`config.mk`:
```
export PLATFORM = sky130hd
export DESIGN_NAME = nf10_entropy_filter
export DESIGN_NICKNAME = d
export VERILOG_FILES = /design/src/rtl/nf10_entropy_filter_pkg.sv /design/src/rtl/nf10_axis_reg_slice.sv /design/src/rtl/nf10_entropy_filter.sv
export SDC_FILE = /design/constraint.sdc
export NUM_CORES = 1
export LEC_CHECK = 0
export ABC_AREA = 0
export BUFFER_PORTS_ARGS = -buffer_cell sky130_fd_sc_hd__buf_2
export CORE_AREA = 2 2 360 362
export CTS_CLUSTER_SIZE = 14
export DETAILED_ROUTE_END_ITERATION = 8
export DIE_AREA = 0 0 362 364
export GPL_TIMING_DRIVEN = 0
export PLACE_DENSITY_LB_ADDON = 0.2
export SYNTH_ARGS = -nofsm -noshare
export SYNTH_HDL_FRONTEND = slang
export SYNTH_SLANG_ARGS = --single-unit
```
`constraint.sdc`:
```
create_clock -name axi_aclk -period 19.2 [get_ports axi_aclk]
set_clock_uncertainty 0.15 [all_clocks]
set_input_delay 4.8 -clock axi_aclk [delete_from_list [all_inputs] [get_ports axi_aclk]]
set_output_delay 4.8 -clock axi_aclk [all_outputs]
set_load 0.1 [all_outputs]
```
`src/rtl/nf10_entropy_filter_pkg.sv`:
```
// rtl/nf10_entropy_filter_pkg.sv - shared types and constants for the entropy filter
package nf10_entropy_filter_pkg;

    typedef enum logic [1:0] {
        ST_IDLE = 2'd0,
        ST_PASS = 2'd1,
        ST_DROP = 2'd2
    } state_t;

    localparam int SCORE_LSB   = 32;
    localparam int SCORE_WIDTH = 16;
    localparam int CNT_WIDTH   = 32;

endpackage

```
`src/rtl/nf10_axis_reg_slice.sv`:
```
// rtl/nf10_axis_reg_slice.sv - single-stage registered AXI-Stream output slice
module nf10_axis_reg_slice #(
    parameter int DATA_WIDTH = 256,
    parameter int USER_WIDTH = 128
) (
    input  logic                    clk,
    input  logic                    rst,
    input  logic [DATA_WIDTH-1:0]   s_tdata,
    input  logic [DATA_WIDTH/8-1:0] s_tstrb,
    input  logic [USER_WIDTH-1:0]   s_tuser,
    input  logic                    s_tlast,
    input  logic                    s_tvalid,
    output logic                    s_tready,
    output logic [DATA_WIDTH-1:0]   m_tdata,
    output logic [DATA_WIDTH/8-1:0] m_tstrb,
    output logic [USER_WIDTH-1:0]   m_tuser,
    output logic                    m_tlast,
    output logic                    m_tvalid,
    input  logic                    m_tready
);

    assign s_tready = !m_tvalid | m_tready;

    // Payload only loads on a real beat so a drained register keeps its last contents.
    always_ff @(posedge clk or posedge rst) begin
        if (rst) begin
            m_tvalid <= 1'b0;
            m_tdata  <= '0;
            m_tstrb  <= '0;
            m_tuser  <= '0;
            m_tlast  <= 1'b0;
        end else if (s_tready) begin
            m_tvalid <= s_tvalid;
            if (s_tvalid) begin
                m_tdata <= s_tdata;
                m_tstrb <= s_tstrb;
                m_tuser <= s_tuser;
                m_tlast <= s_tlast;
            end
        end
    end

endmodule

```
`src/rtl/nf10_entropy_filter.sv`:
```
// rtl/nf10_entropy_filter.sv - per-packet entropy score filter; NF10_ENTROPY_FILTER_STATS_EN enables counters
import nf10_entropy_filter_pkg::*;

module nf10_entropy_filter #(
    parameter int C_M_AXIS_DATA_WIDTH  = 256,
    parameter int C_S_AXIS_DATA_WIDTH  = 256,
    parameter int C_M_AXIS_TUSER_WIDTH = 128,
    parameter int C_S_AXIS_TUSER_WIDTH = 128,
    parameter int C_SCORE_LSB          = SCORE_LSB,
    parameter int C_SCORE_WIDTH        = SCORE_WIDTH
) (
    input  logic                              axi_aclk,
    input  logic                              axi_reset,
    input  logic [C_S_AXIS_DATA_WIDTH-1:0]    s_axis_tdata,
    input  logic [C_S_AXIS_DATA_WIDTH/8-1:0]  s_axis_tstrb,
    input  logic [C_S_AXIS_TUSER_WIDTH-1:0]   s_axis_tuser,
    input  logic                              s_axis_tvalid,
    input  logic                              s_axis_tlast,
    output logic                              s_axis_tready,
    output logic [C_M_AXIS_DATA_WIDTH-1:0]    m_axis_tdata,
    output logic [C_M_AXIS_DATA_WIDTH/8-1:0]  m_axis_tstrb,
    output logic [C_M_AXIS_TUSER_WIDTH-1:0]   m_axis_tuser,
    output logic                              m_axis_tvalid,
    output logic                              m_axis_tlast,
    input  logic                              m_axis_tready,
    input  logic                              filter_en,
    input  logic [C_SCORE_WIDTH-1:0]          threshold,
    input  logic                              clear_cnt,
    output logic [CNT_WIDTH-1:0]              pkt_pass_cnt,
    output logic [CNT_WIDTH-1:0]              pkt_drop_cnt
);

    state_t                   state;
    logic [C_SCORE_WIDTH-1:0] score;
    logic                     drop_dec;
    logic                     fwd;
    logic                     slice_ready;
    logic                     s_fire;
    logic                     first_fire;

    assign score    = s_axis_tuser[C_SCORE_LSB +: C_SCORE_WIDTH];
    assign drop_dec = filter_en & (score > threshold);

    // Drop paths never wait on the output register, so they absorb beats under backpressure.
    always_comb begin
        fwd           = 1'b0;
        s_axis_tready = 1'b0;
        case (state)
            ST_IDLE: begin
                fwd           = !drop_dec;
                s_axis_tready = drop_dec | slice_ready;
            end
            ST_PASS: begin
                fwd           = 1'b1;
                s_axis_tready = slice_ready;
            end
            ST_DROP: begin
                fwd           = 1'b0;
                s_axis_tready = 1'b1;
            end
            default: begin
                fwd           = 1'b0;
                s_axis_tready = 1'b0;
            end
        endcase
        if (axi_reset) begin
            s_axis_tready = 1'b0;
        end
    end

    assign s_fire     = s_axis_tvalid & s_axis_tready;
    assign first_fire = s_fire & (state == ST_IDLE);

    always_ff @(posedge axi_aclk or posedge axi_reset) begin
        if (axi_reset) begin
            state <= ST_IDLE;
        end else if (s_fire) begin
            if (state == ST_IDLE) begin
                if (!s_axis_tlast) begin
                    state <= drop_dec ? ST_DROP : ST_PASS;
                end
            end else if (s_axis_tlast) begin
                state <= ST_IDLE;
            end
        end
    end

    nf10_axis_reg_slice #(
        .DATA_WIDTH (C_M_AXIS_DATA_WIDTH),
        .USER_WIDTH (C_M_AXIS_TUSER_WIDTH)
    ) u_out_slice (
        .clk      (axi_aclk),
        .rst      (axi_reset),
        .s_tdata  (s_axis_tdata),
        .s_tstrb  (s_axis_tstrb),
        .s_tuser  (s_axis_tuser),
        .s_tlast  (s_axis_tlast),
        .s_tvalid (s_fire & fwd),
        .s_tready (slice_ready),
        .m_tdata  (m_axis_tdata),
        .m_tstrb  (m_axis_tstrb),
        .m_tuser  (m_axis_tuser),
        .m_tlast  (m_axis_tlast),
        .m_tvalid (m_axis_tvalid),
        .m_tready (m_axis_tready)
    );

`ifdef NF10_ENTROPY_FILTER_STATS_EN
    logic [CNT_WIDTH-1:0] pass_cnt_q;
    logic [CNT_WIDTH-1:0] drop_cnt_q;

    always_ff @(posedge axi_aclk or posedge axi_reset) begin
        if (axi_reset) begin
            pass_cnt_q <= '0;
            drop_cnt_q <= '0;
        end else if (clear_cnt) begin
            pass_cnt_q <= '0;
            drop_cnt_q <= '0;
        end else if (first_fire) begin
            if (drop_dec) begin
                drop_cnt_q <= drop_cnt_q + 1'b1;
            end else begin
                pass_cnt_q <= pass_cnt_q + 1'b1;
            end
        end
    end

    assign pkt_pass_cnt = pass_cnt_q;
    assign pkt_drop_cnt = drop_cnt_q;
`else
    logic unused_stats;
    assign unused_stats = clear_cnt | first_fire;
    assign pkt_pass_cnt = '0;
    assign pkt_drop_cnt = '0;
`endif

endmodule

```
-- Word level (Yosys, flattened, before mapping)
Index checks and enable logic that the tools add are counted.
- flip-flop bits (word level): 420
- logic and storage cells: 28
- reduce and logical (&&, ||, !) cells: 6
- mux-type cells: 7
- bitwise gates (word level): 5
- eq/ne operators: 3
- $lt $le $gt $ge: 1
- operators by type and width (cell ; number):
    16-bit > comparator ; 1
    2-bit two-way mux ; 4
    1-bit AND ; 3
    1-bit one-hot mux with 3 select lines ; 1
    3-bit AND reduction ; 1
    2-bit by 1-bit == test with 1-bit output (second input constant) ; 1
    2-bit == test (second input constant) ; 1
    1-bit logical NOT ; 2
    2-bit logical NOT ; 1
    2-bit != test (second input constant) ; 1
    1-bit OR ; 2
    1-bit one-hot mux with 2 select lines ; 1
    2-bit AND reduction ; 1
    2-bit nonzero test ; 1
    1-bit two-way mux ; 1

-- Logic depth before layout (Yosys ltp)
- word-level depth: 8
- gate-level depth with buffers: 10
- gate-level depth less buffers: 7

-- Modules after synthesis
From an unflattened synthesis, not the netlist that was laid out.
- cell total of the unflattened synthesis: 1021
- area, all modules: 17097.6 sq um
- modules (own cells, without submodules) (module ; cells each ; area an instance (sq um) ; times used):
    nf10_axis_reg_slice ; 885 ; 16051.6 ; 1
    nf10_entropy_filter ; 136 ; 1046.0 ; 1

-- Worst setup path after synthesis
Ideal clock, no wire load.
- kind: input-to-output
- from: input threshold[15]
- to: output s_axis_tready
- cell stages on the path: 7
- path slack: 6.682 ns
- data arrival time: 7.568 ns
- cell sequence: inv_1 ha_1 nand4_2 or4_1 a21oi_2 o31ai_1 a21oi_1
- cells in the longest elaborated chain, start to end: 5
- ends and longest elaborated chain (item ; line ; source):
    from (decl) ; nf10_entropy_filter.sv:27 ; input logic [C_SCORE_WIDTH-1:0] threshold,
    16-bit > comparator ; nf10_entropy_filter.sv:42 ; assign drop_dec = filter_en & (score > threshold);
    1-bit AND ; nf10_entropy_filter.sv:42 ;
    1-bit OR ; nf10_entropy_filter.sv:51 ; s_axis_tready = drop_dec | slice_ready;
    1-bit one-hot mux with 3 select lines ; nf10_entropy_filter.sv:48 ; case (state)
    1-bit two-way mux ; nf10_entropy_filter.sv:66 ; if (axi_reset) begin
    to (decl) ; nf10_entropy_filter.sv:19 ; output logic s_axis_tready,
No other way between the ends.

-- Final worst setup path
- from: input s_axis_tuser[46]
- to: output s_axis_tready
- cells in the longest elaborated chain, start to end: 5
- ends and longest elaborated chain (item ; line ; source):
    from (decl) ; nf10_entropy_filter.sv:16 ; input logic [C_S_AXIS_TUSER_WIDTH-1:0] s_axis_tuser,
    16-bit > comparator ; nf10_entropy_filter.sv:42 ;
    1-bit AND ; nf10_entropy_filter.sv:42 ;
    1-bit OR ; nf10_entropy_filter.sv:51 ;
    1-bit one-hot mux with 3 select lines ; nf10_entropy_filter.sv:48 ;
    1-bit two-way mux ; nf10_entropy_filter.sv:66 ;
No other way between the ends.

==> results.txt <==
* Fmax: about 83 MHz
- Required time reported for the critical path endpoint: about 14 ns
- In the final design database the tool counted roughly 3400 nets.
* Antenna violations before repair: 26
- The die covers around 0.13 mm².
* Hold-fix buffers, CTS: 0
* Wire length per cell: around 22 µm
- Setup Total Neg Slack: 0 ns
- Unique cell type count in the Yosys netlist: 37
* Max-slew headroom at the worst pin: 0.155
* Io pins: ~920
* Worst min-delay path category: reg -> reg
* Number of warnings reported in the yosys synthesis log: 0
* Crit path time final: around 12 ns
- Final GP Congestion: slightly below 0.9
- DRC violation count after routing: 0
- For this run, the total global-route usage over all layers was measured as 0.149.
- Standard cell core area: ~0.13 mm²
* # port buffers: 856
* Category of the worst setup path launch point: input pin
- First-pass detailed-route iteration total: 5
- Number of setup buffers added after CTS: 0
- The share of synthesized area in the top cell type comes to 0.564.
* Row count: between 100 and 150
- The flow ran to the end, and the final reports show no timing, DRC or antenna violations.
* Sinks on the clock net: between 400 and 500
- Slew at the pin closest to its max-slew limit: 1.27 ns
- Clock slew at reported path FFs: about 0.060 ns
* Via count of the first global-routing pass: roughly 19000
* GR Overflow Total: 0
- In the finished design, the share of the clock period the worst path needs comes to 0.625.
- The number of hold violations in the final report is 0.
* RSZ-0062 raised after global routing: no
- The floorplan step set the die height to ~360 µm.
- Worst R2R Setup Slack: ~15 ns
- The final layout contains routed wiring with a total length of ~100 mm.
* Die Span X: ~360 µm
- Of all cell types, the one taking the most synthesized area is sky130_fd_sc_hd__dfrtp_1.
- TritonCTS clock tree: built
* Inserted Clock Buffers: 54
- Of the cells placed in the final design, the portion with a size suffix greater than 1 is 0.387.
* #FFs+latches synth: 420
* Placed wire-length estimate after detailed placement: 80.5 mm
- CTS built an H-tree with a depth of 2.
- Wire length of the first global-routing pass: 144 mm
* Number of nets with antenna violations after detailed routing: 0
- Summing every instance area after synthesis gives ~0.019 mm².
- Critical path type: in -> out
- STA classifies the critical path endpoint as an output pin.
- In the routed layout, each cell is associated on average with a via count of a little under 4.
* Number of instances in the synthesized netlist: 1998
- Across all layers, the routed design uses 18600 vias.
- Average footprint of a synthesized cell: between 9 and 10 µm²
- From synthesis to final layout, the design area changed by 46.3%.
- Along the worst path, the maximum fanout reaches 5.
- In this run the clock root is driven by a sky130_fd_sc_hd__clkbuf_16.
- The count of pins over their slew limit is 0.
- In this run the deepest clock path goes through 3 buffers.
* Share of synthesized area occupied by flip-flops and latches: 0.564
- Initial drt markers: between 1000 and 1500
* Effective utilization at floorplan: 0.145
- Final Setup Violations: 0
* Max-capacitance violation count: 0
* Clock latency at the later pin of the worst-skew pair: between 0.6 and 0.7 ns
- The number of gates resized after CTS was 0.
- In the post-synthesis netlist, the biggest area contributors are sky130_fd_sc_hd__dfrtp_1, sky130_fd_sc_hd__nand2_1, sky130_fd_sc_hd__o22ai_1.
- Filler Cells Inserted: roughly 14000
- WP data arrival: ~7.1 ns
- Entering global routing, the biggest net connects 106 pins.
==> cell usage after synthesis <==
master,n
sky130_fd_sc_hd__o31a_2,1
sky130_fd_sc_hd__nand4_1,3
sky130_fd_sc_hd__o22ai_1,336
sky130_fd_sc_hd__buf_2,57
sky130_fd_sc_hd__clkbuf_1,111
sky130_fd_sc_hd__nand2b_1,3
sky130_fd_sc_hd__or4_1,1
sky130_fd_sc_hd__o211a_1,1
sky130_fd_sc_hd__nor3_1,3
sky130_fd_sc_hd__nand2_1,837
sky130_fd_sc_hd__nand3b_1,1
sky130_fd_sc_hd__o32ai_1,1
sky130_fd_sc_hd__nand4_2,1
sky130_fd_sc_hd__buf_8,1
sky130_fd_sc_hd__o211ai_1,1
sky130_fd_sc_hd__or4_4,1
sky130_fd_sc_hd__o21ai_1,1
sky130_fd_sc_hd__a21o_1,1
sky130_fd_sc_hd__conb_1,1
sky130_fd_sc_hd__o21ai_0,4
sky130_fd_sc_hd__nor4_2,1
sky130_fd_sc_hd__nor2_1,3
sky130_fd_sc_hd__buf_6,11
sky130_fd_sc_hd__nor4_1,1
sky130_fd_sc_hd__a21oi_2,1
sky130_fd_sc_hd__inv_1,17
sky130_fd_sc_hd__or3_1,1
sky130_fd_sc_hd__ha_1,16
sky130_fd_sc_hd__a211oi_1,2
sky130_fd_sc_hd__nor2b_1,3
sky130_fd_sc_hd__buf_4,66
sky130_fd_sc_hd__buf_1,2
sky130_fd_sc_hd__o22ai_2,80
sky130_fd_sc_hd__a21oi_1,5
sky130_fd_sc_hd__o31ai_1,1
sky130_fd_sc_hd__dfrtp_1,420
sky130_fd_sc_hd__nand3_1,2
==> worst paths after layout <==
check,endpoint,from,cells past startpoint
setup / recovery,s_axis_tready,s_axis_tuser[46],8
hold / removal,u_out_slice.m_tdata[184]$_DFFE_PP0P_,u_out_slice.m_tdata[184]$_DFFE_PP0P_,2
setup reg to reg,u_out_slice.m_tstrb[11]$_DFFE_PP0P_,u_out_slice.m_tvalid$_DFFE_PP0P_,7
hold reg to reg,u_out_slice.m_tdata[184]$_DFFE_PP0P_,u_out_slice.m_tdata[184]$_DFFE_PP0P_,2
max in group asynchronous,u_out_slice.m_tdata[178]$_DFFE_PP0P_,axi_reset,4
min in group asynchronous,u_out_slice.m_tdata[14]$_DFFE_PP0P_,axi_reset,2
==> layer usage <==
layer | vias to the layer above | wire (µm) | GRT usage
li1 | 8653 | - | -
met1 | 9095 | 41700 | 0.181
met2 | 688 | 50100 | 0.252
met3 | 126 | 8580 | 0.0490
met4 | 14 | 2340 | 0.0410
met5 | - | 85 | 0
==> stage by stage <==
| stage | util | cell area (µm²) | hold WS (ns) | cells | setup slack, ns |
|---|---|---|---|---|---|
| 6_report | 0.213 | 27300 | 0.382 | 4714 | 7.20 |
| 5_1_grt | 0.213 | 27300 | 0.393 | 4709 | 7.07 |
| 4_1_cts | 0.212 | 27200 | 0.383 | 4698 | 7.18 |
| 3_5_place_dp | 0.198 | 25400 | 0.373 | 4596 | 7.19 |
| 3_3_place_gp | 0.197 | 25300 | 0.371 | 4592 | -5.00 |
| 2_1_floorplan | - | 18900 | 0.349 | 2061 | 2.56 |
==> state kept, by name, indices dropped and copies added, names as in the netlist <==
register,cells
u_out_slice.m_tdata,256
u_out_slice.m_tuser,128
u_out_slice.m_tstrb,32
state,2
u_out_slice.m_tlast,1
u_out_slice.m_tvalid,1
==> logic make-up (layout without fill, tap and decap cells) <==
group                      after synthesis  after routing  synth area share
and+or+nand+nor                        861            861             0.177
AOI/OAI and AO/OA                      435            435             0.173
DFF                                    420            420             0.564
buffers and inverters                  265           1227            0.0755
adders and majority gates               16             16            0.0107
other                                    1             80          0.000201
==> critical path, stage by stage <==
cell,delay (ns)
sky130_fd_sc_hd__buf_2,0.13
sky130_fd_sc_hd__ha_1,0.31
sky130_fd_sc_hd__nand4_2,0.16
sky130_fd_sc_hd__or4_1,0.57
sky130_fd_sc_hd__a21oi_2,0.25
sky130_fd_sc_hd__o31ai_1,0.18
sky130_fd_sc_hd__a21oi_1,0.18
sky130_fd_sc_hd__buf_2,0.47
==> area by class of cell <==
cell class / count / area, µm² / area share
diodes: 16 / 40.0 / 0.00147
plain buffers: 248 / 1350 / 0.0493
clock buffers: 85 / 1630 / 0.0597
clock inverters: 17 / 231 / 0.00848
inverters: 17 / 71.3 / 0.00261
multi-input cells: 1376 / 6970 / 0.255
flip-flops and latches: 420 / 10500 / 0.385
well taps: 1675 / 2100 / 0.0768
repair buffers: 860 / 4390 / 0.161
==> cell usage in the layout (no fill, tap or decap), types with 5 or more instances in the layout <==
cell type                   Yosys  layout
sky130_fd_sc_hd__a21oi_1        5       5
sky130_fd_sc_hd__buf_2         57     913
sky130_fd_sc_hd__buf_4         66      66
sky130_fd_sc_hd__buf_6         11      11
sky130_fd_sc_hd__bufinv_16      0       5
sky130_fd_sc_hd__clkbuf_1     111     124
sky130_fd_sc_hd__clkbuf_16      0      54
sky130_fd_sc_hd__clkbuf_8       0      16
sky130_fd_sc_hd__clkinv_2       0       8
sky130_fd_sc_hd__conb_1         1      64
sky130_fd_sc_hd__dfrtp_1      420     420
sky130_fd_sc_hd__diode_2        0      16
sky130_fd_sc_hd__ha_1          16      16
sky130_fd_sc_hd__inv_1         17      16
sky130_fd_sc_hd__nand2_1      837     837
sky130_fd_sc_hd__o22ai_1      336     336
sky130_fd_sc_hd__o22ai_2       80      80
Power is not shown: default switching activity piles up to over one toggle a cycle in this logic, so the estimate is an artifact.
